`config.mk`:
```
export PLATFORM = sky130hd
export DESIGN_NAME = matrix_mult_ctrl
export DESIGN_NICKNAME = d
export VERILOG_FILES = /design/src/rtl/matrix_mult_ctrl.sv
export SDC_FILE = /design/constraint.sdc
export NUM_CORES = 1
export LEC_CHECK = 0
export CAP_MARGIN = 20
export CELL_PAD_IN_SITES_DETAIL_PLACEMENT = 1
export CELL_PAD_IN_SITES_GLOBAL_PLACEMENT = 2
export CORE_ASPECT_RATIO = 1.5
export CORE_UTILIZATION = 20
export DETAILED_ROUTE_END_ITERATION = 8
export PLACE_DENSITY = 0.83
export SLEW_MARGIN = 20
export SYNTH_ARGS = -nofsm -noshare
export SYNTH_HDL_FRONTEND = slang
export SYNTH_SLANG_ARGS = --single-unit
```
`constraint.sdc`:
```
create_clock -name clk -period 2.3 [get_ports clk]
set_input_delay 0.46 -clock clk [delete_from_list [all_inputs] [get_ports clk]]
set_output_delay 0.46 -clock clk [all_outputs]
set_load 0.02 [all_outputs]
```
`src/rtl/matrix_mult_ctrl.sv`:
```
// Control FSM sequencing the Keccak rho/pi lane-index datapath through one walk of N_STEPS coordinates.
// Optional rho offset tracking is enabled by defining MATRIX_MULT_CTRL_ROT_OFS_EN.
module matrix_mult_ctrl #(
    parameter int N_STEPS = 24,
    parameter int CNT_W   = 5
) (
    input  logic             clk,
    input  logic             rst,
    input  logic             start,
    output logic             busy,
    output logic             done,
    output logic             idx_valid,
    input  logic             idx_ready,
    output logic [4:0]       step_t,
    output logic [5:0]       rot_ofs,
    output logic [CNT_W-1:0] tLoopNum,
    output logic             ldRegUp,
    output logic             ldRegDn,
    output logic             selRegUp1,
    output logic             clrRegDn,
    output logic             cntMatrixClr,
    output logic             cntMatrixEn,
    output logic             cntMatrixLd,
    input  logic             cntMatrixCo
);

    // Preloading 2^CNT_W - N_STEPS makes the counter carry out on the last step.
    localparam logic [CNT_W-1:0] LOOP_NUM = CNT_W'(2**CNT_W - N_STEPS);

    typedef enum logic [1:0] {
        S_IDLE,
        S_INIT,
        S_STEP,
        S_DONE
    } state_e;

    state_e     state_q, state_d;
    logic       xfer;
    logic [4:0] step_q, step_d;

    assign tLoopNum = LOOP_NUM;
    assign xfer     = (state_q == S_STEP) && idx_ready;

    // NOTE: sequential state uses non-blocking assignments so every register samples pre-edge values.
    always_ff @(posedge clk) begin
        if (rst) begin
            state_q <= S_IDLE;
            step_q  <= '0;
        end else begin
            state_q <= state_d;
            step_q  <= step_d;
        end
    end

    // NOTE: every combinational output gets a default first so no path infers a latch.
    always_comb begin
        state_d = state_q;
        unique case (state_q)
            S_IDLE: if (start) state_d = S_INIT;
            S_INIT: state_d = S_STEP;
            S_STEP: if (xfer && cntMatrixCo) state_d = S_DONE;
            S_DONE: state_d = S_IDLE;
            default: state_d = S_IDLE;
        endcase
    end

    always_comb begin
        step_d = step_q;
        if (state_q == S_INIT) begin
            step_d = '0;
        end else if (xfer && !cntMatrixCo) begin
            step_d = step_q + 5'd1;
        end
    end

    assign step_t = step_q;

`ifdef MATRIX_MULT_CTRL_ROT_OFS_EN
    // Triangular-number offsets built incrementally: T(t+1) = T(t) + t + 2.
    logic [5:0] rot_q, rot_d;

    always_comb begin
        rot_d = rot_q;
        if (state_q == S_INIT) begin
            rot_d = 6'd1;
        end else if (xfer && !cntMatrixCo) begin
            rot_d = rot_q + {1'b0, step_q} + 6'd2;
        end
    end

    always_ff @(posedge clk) begin
        if (rst) rot_q <= '0;
        else     rot_q <= rot_d;
    end

    assign rot_ofs = rot_q;
`else
    assign rot_ofs = '0;
`endif

    // Reset overrides the state decode so the datapath counter is cleared in the reset cycle.
    always_comb begin
        busy         = 1'b0;
        done         = 1'b0;
        idx_valid    = 1'b0;
        ldRegUp      = 1'b0;
        ldRegDn      = 1'b0;
        selRegUp1    = 1'b0;
        clrRegDn     = 1'b0;
        cntMatrixClr = 1'b0;
        cntMatrixEn  = 1'b0;
        cntMatrixLd  = 1'b0;
        if (rst) begin
            cntMatrixClr = 1'b1;
        end else begin
            unique case (state_q)
                S_IDLE: ;
                S_INIT: begin
                    busy        = 1'b1;
                    cntMatrixLd = 1'b1;
                    ldRegUp     = 1'b1;
                    selRegUp1   = 1'b1;
                    clrRegDn    = 1'b1;
                end
                S_STEP: begin
                    busy      = 1'b1;
                    idx_valid = 1'b1;
                    if (idx_ready) begin
                        ldRegUp     = 1'b1;
                        ldRegDn     = 1'b1;
                        cntMatrixEn = 1'b1;
                    end
                end
                S_DONE: begin
                    busy         = 1'b1;
                    done         = 1'b1;
                    cntMatrixClr = 1'b1;
                end
                default: ;
            endcase
        end
    end

endmodule

```
==> metrics.yaml, run 1 <==
simple_gate_share_of_the_synthesized_area_pct: 21.73
outcome: "complete, but fails checks"
ir_worst_vdd_mv: 0.1834
grt_pass1_vias: 429
postSynthRegisterBits: 7
fmax_ghz: 0.4624
post-layout-total-power_w: 0.0005101
crit_path_end_kind: "output pin"
critPathLaunch: "state_q[0]"
cts_tree: "built"
synthXorXnorAreaFrac_pct: 3.271
finalClockSkew_ps: 2.624
timing.setup.critical_path_class: "flip-flop to output pin"
ctsRootBufferMaster: "clkbuf_4"
leakagePower_nw: 0.4148
floorplan.core_area_um2: 2505
length_of_the_first_detailed_routing_pass_in_iterations: 8
initial_standard_cell_utilization_of_the_core_pct: 21.38
layout.cells.most_common: "conb_1"
worst_path_maximum_fanout: 4
top_library_cells_by_usage_in_the_layout_fill_and_taps_aside: "conb_1, clkdlybuf4s50_1"
postSynthCellCount: 64
failed_checks: "DRC"
synth_compound_area_share_pct: 7.944
path_cells: "inv_1, ha_1, nor2b_2, and2_1, o21a_1, clkdlybuf4s15_1"
cts.hold.buffers_added: 0
holdCritPathClass: "flip-flop to flip-flop"
hold_path_end: "step_t[4]"
yosysUniqueCellTypes: 22
crit_buf_inv: 2
portion_of_netlist_area_occupied_by_mux_cells_pct: 3.738
placedInstanceArea_um2: 744.5
critPathRequiredTime_ps: 1840
finalSetupTns_ps: 0
area_share_of_fa_ha_maj_cells_after_synthesis_pct: 14.02
num_vias: 457
post_drt_wl_per_cell_um: 9.056
pin_count_of_the_biggest_net_entering_global_routing: 6
layout-area-overhead-vs-synth_pct: 44.16
slowest_stage_cell_cp: "dfxtp_2"
grt_remaining_overflow: 0
hold_path_stages: 2
hold_viol: 0
path_delay_family: "buffers and inverters"
postCtsSetupBuffers: 0
min-delay-start: "step_t[4]"
netlist_area_um2: 535.5
syn_area_per_cell_um2: 8.367
detail_route.drc_violations: 2
detail-route-antenna-nets: 0
gp_routability_congestion: 0.7281
globalRouteTotalUtil_pct: 8.531
floorplan_die_area_um2: 2893
yosys_warning_total: 0
setup_viol: 0
floorplan.rows: 22
insertion_delay_ps: 250
timing.final.max_slew_violations: 0
synth_top_family_by_area: "simple AND/OR/NAND/NOR gates"
r2r_setup_slack_ps: 800
drt_iter0_drc: 8
layout-drive-gt1-share_pct: 13.64
vias_per_cell: 3.685
first_pass_grt_wire_length_um: 1828
post-dp-hpwl_um: 973.5
grt_antenna_before_repair: 0
clock_net_sink_count: 7
n_antenna_cell: 0
die_w_um: 44.25
drv_cap: 0
critical-path-max-stage-delay_ps: 350
synth.yosys.seq_area_share_pct: 26.17
final_period_util_pct: 94.02
num_io_pins: 31
port_buffers: 19
htree_levels: 1
routed_wl_um: 1123
num-nets-final: 100
place.detailed.instances: 120
grt_setup_unrepaired: "false"
ff2ff_path_depth: 6
critPathLaunchType: "flip-flop"
die-height_um: 65.38
final.min_clock_period_ps: 2162
layoutNonFillerInstCount: 124
final_area_um2: 772.0
clk_path_buf_depth: 2
worstReg2RegEnd: "step_t[3]"
power_density_nw_per_um2: 660.8
numCtsBuffers: 3
r2r-start: "state_q[0]"
final_core_utilization_pct: 30.82
worst_setup_hold_path_clk_slew_ps: 50
arrival_ps: 1700
==> stage by stage <==
step,hold slack (ps),worst slack [ps]
final,501.3,137.6
after global routing,536.1,5.986
after CTS,501.4,4.406
after detailed placement,493.2,-168.8
after global placement,466.4,-114.8
after floorplan,467.7,363.3
==> repair_timing <==
| item | in CTS | in global routing |
|---|---|---|
| setup endpoints to repair | 7 | 4 |
| cloned | 0 | 0 |
| hold endpoints to repair | 0 | 0 |
| gates resized for setup | 7 | 5 |
==> Yosys cell counts <==
cell type  instances  area share (%)
nand4b_1           1             1.6
mux2i_1            2             3.7
o21a_1             1             1.4
a21oi_1            3             2.8
nand2_1            4             2.8
buf_4             14              20
dfxtp_1            7              26
ha_1               6              14
xor2_1             2             3.3
o21ai_0            2             1.9
nor2_1             4             2.8
nand3b_1           1             1.4
nor2b_1            3             3.5
nand3_1            1            0.93
inv_1              3             2.1
conb_1             2             1.4
or2_2              1             1.2
or3_1              3             3.5
and2_1             1             1.2
o211a_1            1             1.9
or2_1              1             1.2
nor2b_2            1             1.6
==> worst max-delay path by stage <==
stage	to	slack, ps	cells after the start
2_1_floorplan	ldRegUp	360	5
3_3_place_gp	ldRegUp	-110	5
3_5_place_dp	ldRegUp	-170	5
4_1_cts	ldRegUp	4	6
5_1_grt	ldRegUp	6	6
6_report	ldRegUp	140	6
==> tightest hold or removal path, delay by kind of cell (launching register included) <==
family,cells,cell delay (ps)
flip-flops,1,310
AO/OA/AOI/OAI,2,140
==> logic make-up (layout without fill, tap and decap cells) <==
group / count (synthesis) / count (layout)
AO/OA/AOI/OAI: 7 / 7
XOR/XNOR: 2 / 2
adder cells (fa/ha/maj): 6 / 6
buffers and inverters: 17 / 32
flip-flops: 7 / 7
multiplexers: 2 / 2
other: 2 / 11
AND/OR/NAND/NOR: 21 / 21
==> routing by layer <==
layer  up-vias  GRT usage, %  share of wire, %
met5         -             0                 0
met4         0         4.545                 0
met2        18         13.79                56
met3         0         2.473               4.5
li1        230             -                 -
met1       209         9.833                40
==> state kept, by name (all words and copies together), names as in the netlist <==
signal,count
state_q,2
step_t,5
==> layout make-up <==
| class | instances | area (µm²) |
|---|---|---|
| Fill cell | 295 | 1733 |
| Multi-Input combinational cell | 49 | 312.8 |
| Timing Repair Buffer | 25 | 235.2 |
| Sequential cell | 7 | 141.4 |
| Tap cell | 36 | 45.04 |
| Clock buffer | 4 | 26.28 |
| Inverter | 3 | 11.26 |
==> power breakdown <==
part           total (W)  internal [W]  switching [W]
sequential      0.000153      0.000137      0.0000162
combinational   0.000245      0.000109       0.000136
clock           0.000112     0.0000662      0.0000455
total           0.000510      0.000312       0.000198
Note: power is estimated with default switching activity, not from simulation.
==> inputs of run 2 (changes only) <==
--- a/config.mk
+++ b/config.mk
@@ -10,7 +10,8 @@
 export CELL_PAD_IN_SITES_GLOBAL_PLACEMENT = 2
 export CORE_ASPECT_RATIO = 1.5
-export CORE_UTILIZATION = 20
+export CORE_UTILIZATION = 19
 export DETAILED_ROUTE_END_ITERATION = 8
-export PLACE_DENSITY = 0.83
+export GPL_TIMING_DRIVEN = 0
+export PLACE_DENSITY = 0.8
 export SLEW_MARGIN = 20
 export SYNTH_ARGS = -nofsm -noshare
==> constraint.sdc (replaced) <==
create_clock -name clk -period 2.4 [get_ports clk]
set_input_delay 0.24 -clock clk [delete_from_list [all_inputs] [get_ports clk]]
set_output_delay 0.24 -clock clk [all_outputs]
set_load 0.02 [all_outputs]
==> run 2 against run 1 <==
Effect of this change:
- the run now ends clean
- clock power is 46% higher
- combinational power is 5% higher
- sequential share of layout area is 1.8 points lower
- via count is 5.7% higher
- count of clock-buffer cells in the layout stayed put
- utilization is 0.97 points higher
- first-iteration DRC count is 75% lower
- cell count is 7.3% higher
- non-clock buffer count is 8 higher
- routed wire length is 3.5% higher
- critical endpoint unchanged
==> metrics.yaml, run 2 (same netlist as run 1, synthesis figures left out) <==
outcome: "completed"  # was complete, but fails checks
insertion_delay_ps: 230  # was 250 ps
crit_path_end_kind: "output pin"  # unchanged
area_taken_by_multi_input_logic_gates_um2: 312.8  # unchanged
worst_path_maximum_fanout: 5  # was 4
final_period_util_pct: 94.95
globalRouteTotalUtil_pct: 8.054  # was 8.531%
cts.hold.buffers_added: 0  # unchanged
timing.final.max_slew_violations: 0  # unchanged
setup_viol: 0  # unchanged
path_depth: 6  # unchanged
detail-route-antenna-nets: 0  # unchanged
critPathRequiredTime_ps: 2160  # was 1840 ps
arrival_ps: 2040  # was 1700 ps
final_core_utilization_pct: 31.79  # was 30.82%
port_buffers: 19  # unchanged
layout.cells.most_common: "clkdlybuf4s50_1"  # was conb_1
clk_path_buf_depth: 2  # unchanged
grt_antenna_before_repair: 0  # unchanged
die-height_um: 67.02  # was 65.38 µm
cts_tree: "built"  # unchanged
top_library_cells_by_usage_in_the_layout_fill_and_taps_aside: "clkdlybuf4s50_1, buf_4, conb_1"  # was conb_1, clkdlybuf4s50_1
critical-path-max-stage-delay_ps: 530  # was 350 ps
post_cts.resized_instances: 0  # was 7
grt_remaining_overflow: 0  # unchanged
routed_wl_um: 1162  # was 1123 µm
slowest_stage_cell_cp: "clkdlybuf4s50_1"  # was dfxtp_2
largest_register_ff_count: 5  # unchanged
layout-area-overhead-vs-synth_pct: 58.88  # was 44.16%
timing.setup.critical_path_class: "flip-flop to output pin"  # unchanged
floorplan_die_area_um2: 3039  # was 2893 µm²
grt_pass1_vias: 434  # was 429
initial_standard_cell_utilization_of_the_core_pct: 20.01  # was 21.38%
floorplan.core_area_um2: 2676  # was 2505 µm²
critPathLaunchType: "flip-flop"  # unchanged
area_taken_by_flip_flops_and_latches_um2: 140.1  # was 141.4 µm²
finalSetupTns_ps: 0  # unchanged
final.min_clock_period_ps: 2279
path_cells: "inv_1, ha_1, nor2b_2, and2_1, o21a_1, clkdlybuf4s50_1"  # was inv_1, ha_1, nor2b_2, and2_1, o21a_1, clkdlybuf4s15_1
num_io_pins: 31  # unchanged
drt_iter0_drc: 2  # was 8
crit_buf_inv: 2  # unchanged
holdCritPathClass: "flip-flop to flip-flop"  # unchanged
htree_levels: 1  # unchanged
ctsRootBufferMaster: "clkbuf_8"  # was clkbuf_4
drt-met1-wl_um: 415  # was 447 µm
detail_route.drc_violations: 0  # was 2
num-nets-final: 108  # was 100
postCtsSetupBuffers: 0  # unchanged
vias_per_cell: 3.632  # was 3.685
fmax_ghz: 0.4389
drv_cap: 0  # unchanged
first_pass_grt_wire_length_um: 1759  # was 1828 µm
floorplan.rows: 23  # was 22
post_drt_wl_per_cell_um: 8.737  # was 9.056 µm
path_delay_family: "buffers and inverters"  # unchanged
post-dp-hpwl_um: 1015  # was 973.5 µm
met2WireLength_um: 659  # was 624 µm
die_w_um: 45.35  # was 44.25 µm
n_fill_cell: 341  # was 295
worst_setup_hold_path_clk_slew_ps: 40  # was 50 ps
hold_viol: 0  # unchanged
ir_worst_vdd_mv: 0.2085  # was 0.1834 mV
length_of_the_first_detailed_routing_pass_in_iterations: 3  # was 8
layout-drive-gt1-share_pct: 19.79  # was 13.64%
pin_count_of_the_biggest_net_entering_global_routing: 8  # was 6
numCtsBuffers: 3  # unchanged
n_antenna_cell: 0  # unchanged
grt_setup_unrepaired: "false"  # unchanged
finalClockSkew_ps: 1.599  # was 2.624 ps
leakagePower_nw: 0.3915  # was 0.4148 nW
num_vias: 483  # was 457
hold_path_stages: 2  # unchanged
gp_routability_congestion: 0.6653  # was 0.7281
ff2ff_path_depth: 5  # was 6
power_density_nw_per_um2: 666.0  # was 660.8 nW/µm²
met3_wirelength_um: 72  # was 51 µm
clock_net_sink_count: 7  # unchanged
top_signal_layer_used: "met4"  # was met3
## run 2: cell types whose count changed in the layout (fill, tap and decap cells not counted), sizes merged
cell / previous run / this run
dlygate4sd2: 6 / 0
clkdlybuf4s15: 1 / 0
dlymetal6s2s: 3 / 0
buf: 6 / 14
clkdlybuf4s50: 9 / 19
## run 2: path summary, 6_finish.rpt
path	from	end	slack, ps
worst max register to register	state_q[0]	step_t[3]	920
worst min register to register	step_t[4]	step_t[4]	490
worst min-delay path	step_t[4]	step_t[4]	490
worst max-delay path	state_q[0]	ldRegUp	120
## run 2: final cells by class
class | count | share of cell area, %
repair buffers | 19 | 22.35
multi-input cells | 49 | 36.76
inverters | 3 | 1.324
plain buffers | 14 | 12.35
clock buffers | 4 | 5.294
well taps | 37 | 5.441
flip-flops and latches | 7 | 16.47
## run 2: power breakdown
group          switching, W  internal, W
clock network     0.0000491     0.000115
registers         0.0000155     0.000130
logic              0.000131     0.000126
## run 2: worst min-delay path, stage by stage, from the launching register on
cell     delay (ps)
dfxtp_1         300
o21ai_0          70
a21oi_1          60
## run 2: routing by layer
layer / vias up / global-route usage, %
met5: - / 0
met4: 0 / 3.409
li1: 246 / -
met2: 23 / 16.85
met1: 212 / 6.129
met3: 2 / 2.439
## run 2: metrics by stage
stage	setup slack (ps)	std cells	hold WS, ps	cell area, µm²	total power, W
6_report	121.3	133	490.1	850.8	0.0005666
5_1_grt	25.13	133	515.5	850.8	0.0006083
4_1_cts	101.9	133	492.5	850.8	0.0005753
3_5_place_dp	294.2	129	488.2	805.8	0.0004086
3_3_place_gp	310.7	129	468.0	805.8	0.0004052
2_1_floorplan	683.3	73	420.4	569.3	0.0003156
==> inputs of run 3 (changes only) <==
CELL_PAD_IN_SITES_DETAIL_PLACEMENT = not set   (was 1)
CELL_PAD_IN_SITES_GLOBAL_PLACEMENT = not set   (was 2)
CORE_ASPECT_RATIO = not set   (was 1.5)
CORE_UTILIZATION = 36   (was 19)
GPL_TIMING_DRIVEN = not set   (was 0)
==> run 3 against run 2 <==
Effect of this change:
- via count fell by 11%
- maximum frequency rose by 6.2%
- sequential cell count did not move
- largest cell class unchanged
- critical path type unchanged
- first-iteration DRC count did not move
- cell area fell by 17%
- combinational power fell by 11%
- routed wire length fell by 20%
- register-to-register slack improved by 20 ps
- power fell by 16%
- hold slack improved by 7.9 ps
- non-clock buffer count fell by 14
- count of clock-buffer cells in the layout fell by 1
==> metrics.yaml, run 3 (same netlist as run 1, synthesis figures left out) <==
fmax_ghz: 0.4661  # was 0.4389 GHz
arrival_ps: 1910  # was 2040 ps
drv_cap: 0  # unchanged
post-dp-hpwl_um: 791.3  # was 1015 µm
numCtsBuffers: 3  # unchanged
ir_worst_vdd_mv: 0.3022  # was 0.2085 mV
hold_viol: 0  # unchanged
postCtsSetupBuffers: 0  # unchanged
grt_pass1_vias: 350  # was 434
critPathRequiredTime_ps: 2160  # about the same
initial_standard_cell_utilization_of_the_core_pct: 39.67  # was 20.01%
finalClockSkew_ps: 2.801  # was 1.599 ps
largest_register_ff_count: 5  # unchanged
power_density_nw_per_um2: 679.2  # was 666.0 nW/µm²
gp_routability_congestion: 0.7199  # was 0.6653
postLayoutSetupSlackWorst_ps: 254.4  # was 121.3 ps
port_buffers: 19  # unchanged
path_cells: "inv_1, ha_1, nor2b_2, and2_1, clkdlybuf4s50_1"  # was inv_1, ha_1, nor2b_2, and2_1, o21a_1, clkdlybuf4s50_1
num_vias: 429  # was 483
worst_hold_slack_ps: 498.0  # was 490.1 ps
critPathLaunchType: "flip-flop"  # unchanged
drt_iter0_drc: 2  # unchanged
cellInternalPower_w: 0.0002935  # was 0.0003715 W
die-height_um: 40.57  # was 67.02 µm
layout-area-overhead-vs-synth_pct: 31.31  # was 58.88%
detail-route-antenna-nets: 0  # unchanged
top_library_cells_by_usage_in_the_layout_fill_and_taps_aside: "clkdlybuf4s50_1, conb_1, dfxtp_1"  # was clkdlybuf4s50_1, buf_4, conb_1
grt_remaining_overflow: 0  # unchanged
clock_net_sink_count: 7  # unchanged
timing.final.max_slew_violations: 0  # unchanged
clk_path_buf_depth: 2  # unchanged
layout.cells.most_common: "clkdlybuf4s50_1"  # unchanged
vias_per_cell: 4.423  # was 3.632
worst_path_maximum_fanout: 5  # unchanged
timing.setup.critical_path_class: "flip-flop to output pin"  # unchanged
grt_antenna_before_repair: 0  # unchanged
final.min_clock_period_ps: 2146  # was 2279 ps
num-nets-final: 94  # was 108
critical-path-max-stage-delay_ps: 620  # was 530 ps
setup_viol: 0  # unchanged
final_period_util_pct: 89.40  # was 94.95%
crit_path_end_kind: "output pin"  # unchanged
globalRouteTotalUtil_pct: 13.39  # was 8.054%
num_io_pins: 31  # unchanged
outcome: "completed"  # unchanged
slowest_stage_cell_cp: "clkdlybuf4s50_1"  # unchanged
power.switching_fraction_pct: 38.55  # was 34.45%
length_of_the_first_detailed_routing_pass_in_iterations: 2  # was 3
insertion_delay_ps: 250  # was 230 ps
final_area_um2: 703.2  # was 850.8 µm²
finalSetupTns_ps: 0  # unchanged
dp_worst_setup_slack_ps: 334.7  # was 294.2 ps
die_w_um: 40.57  # was 45.35 µm
post_drt_wl_per_cell_um: 9.588  # was 8.737 µm
first_pass_grt_wire_length_um: 1414  # was 1759 µm
floorplan.core_area_um2: 1350  # was 2676 µm²
ctsRootBufferMaster: "clkbuf_4"  # was clkbuf_8
n_antenna_cell: 0  # unchanged
share_comb_of_total_power_pct: 47.7  # was 45.4%
detail_route.drc_violations: 0  # unchanged
htree_levels: 1  # unchanged
worst_setup_hold_path_clk_slew_ps: 60  # was 40 ps
power.sequential.fraction_pct: 30.0  # was 25.7%
floorplan_die_area_um2: 1646  # was 3039 µm²
routed_wl_um: 930  # was 1162 µm
final_core_utilization_pct: 52.09  # was 31.79%
grt_setup_unrepaired: "false"  # unchanged
cts_tree: "built"  # unchanged
floorplan.rows: 13  # was 23
leakagePower_nw: 0.3296  # was 0.3915 nW
placedInstanceArea_um2: 673.1  # was 805.8 µm²
switchingPower_w: 0.0001841  # was 0.0001952 W
clockPowerShare_pct: 22.3  # was 28.9%
pin_count_of_the_biggest_net_entering_global_routing: 8  # unchanged
layout-drive-gt1-share_pct: 7.317  # was 19.79%
holdCritPathClass: "flip-flop to flip-flop"  # unchanged
[run 3: path summary, 6_finish.rpt]
kind	cells past startpoint	slack, ps	end	start
worst min-delay path	2	500	step_t[4]	step_t[4]
worst min register to register	2	500	step_t[4]	step_t[4]
worst max-delay path	5	250	ldRegDn	state_q[0]
worst max register to register	5	940	step_t[3]	state_q[0]
[run 3: final cells by class]
type / count / area, µm²
clock buffer: 3 / 22.52
clock inverter: 1 / 5.005
inverter: 3 / 11.26
tap: 15 / 18.77
multi-input combinational: 49 / 312.8
sequential: 7 / 140.1
fill: 121 / 646.9
timing repair buffer: 19 / 192.7
[run 3: layer usage]
metal  up-vias  track usage (%)  part of all wire, %
li1        218                -                    -
met1       191            15.08                   41
met4         0            2.500                    0
met3         0            8.333                  7.0
met5         -                0                    0
met2        20            21.43                   52
[run 3: timing repair]
action | in CTS | in global routing
resized for setup | 0 | 1
hold endpoints to repair | 0 | 0
setup endpoints to repair | 0 | 1
hold buffers | 0 | 0
[run 3: stage by stage]
stage	power, W	instances
floorplan	0.0003156	73
global placement	0.0003708	93
detailed placement	0.0003763	93
CTS	0.0004849	97
global route	0.0005174	97
finish	0.0004776	97
[run 3: power groups by stage]
stage               Sequential [W]  Combinational (W)  Clock [W]
floorplan                 0.000145           0.000171          0
global placement          0.000145           0.000226          0
detailed placement        0.000146           0.000230          0
CTS                       0.000144           0.000230   0.000111
global route              0.000145           0.000252   0.000121
finish                    0.000143           0.000228   0.000107
[run 3: worst max-delay path, delay by kind of cell (launching register included)]
kind                     cells  cell delay (ps)
buffers and inverters        2              730
AND/OR/NAND/NOR              2              350
flip-flops                   1              340
adder cells (fa/ha/maj)      1              230
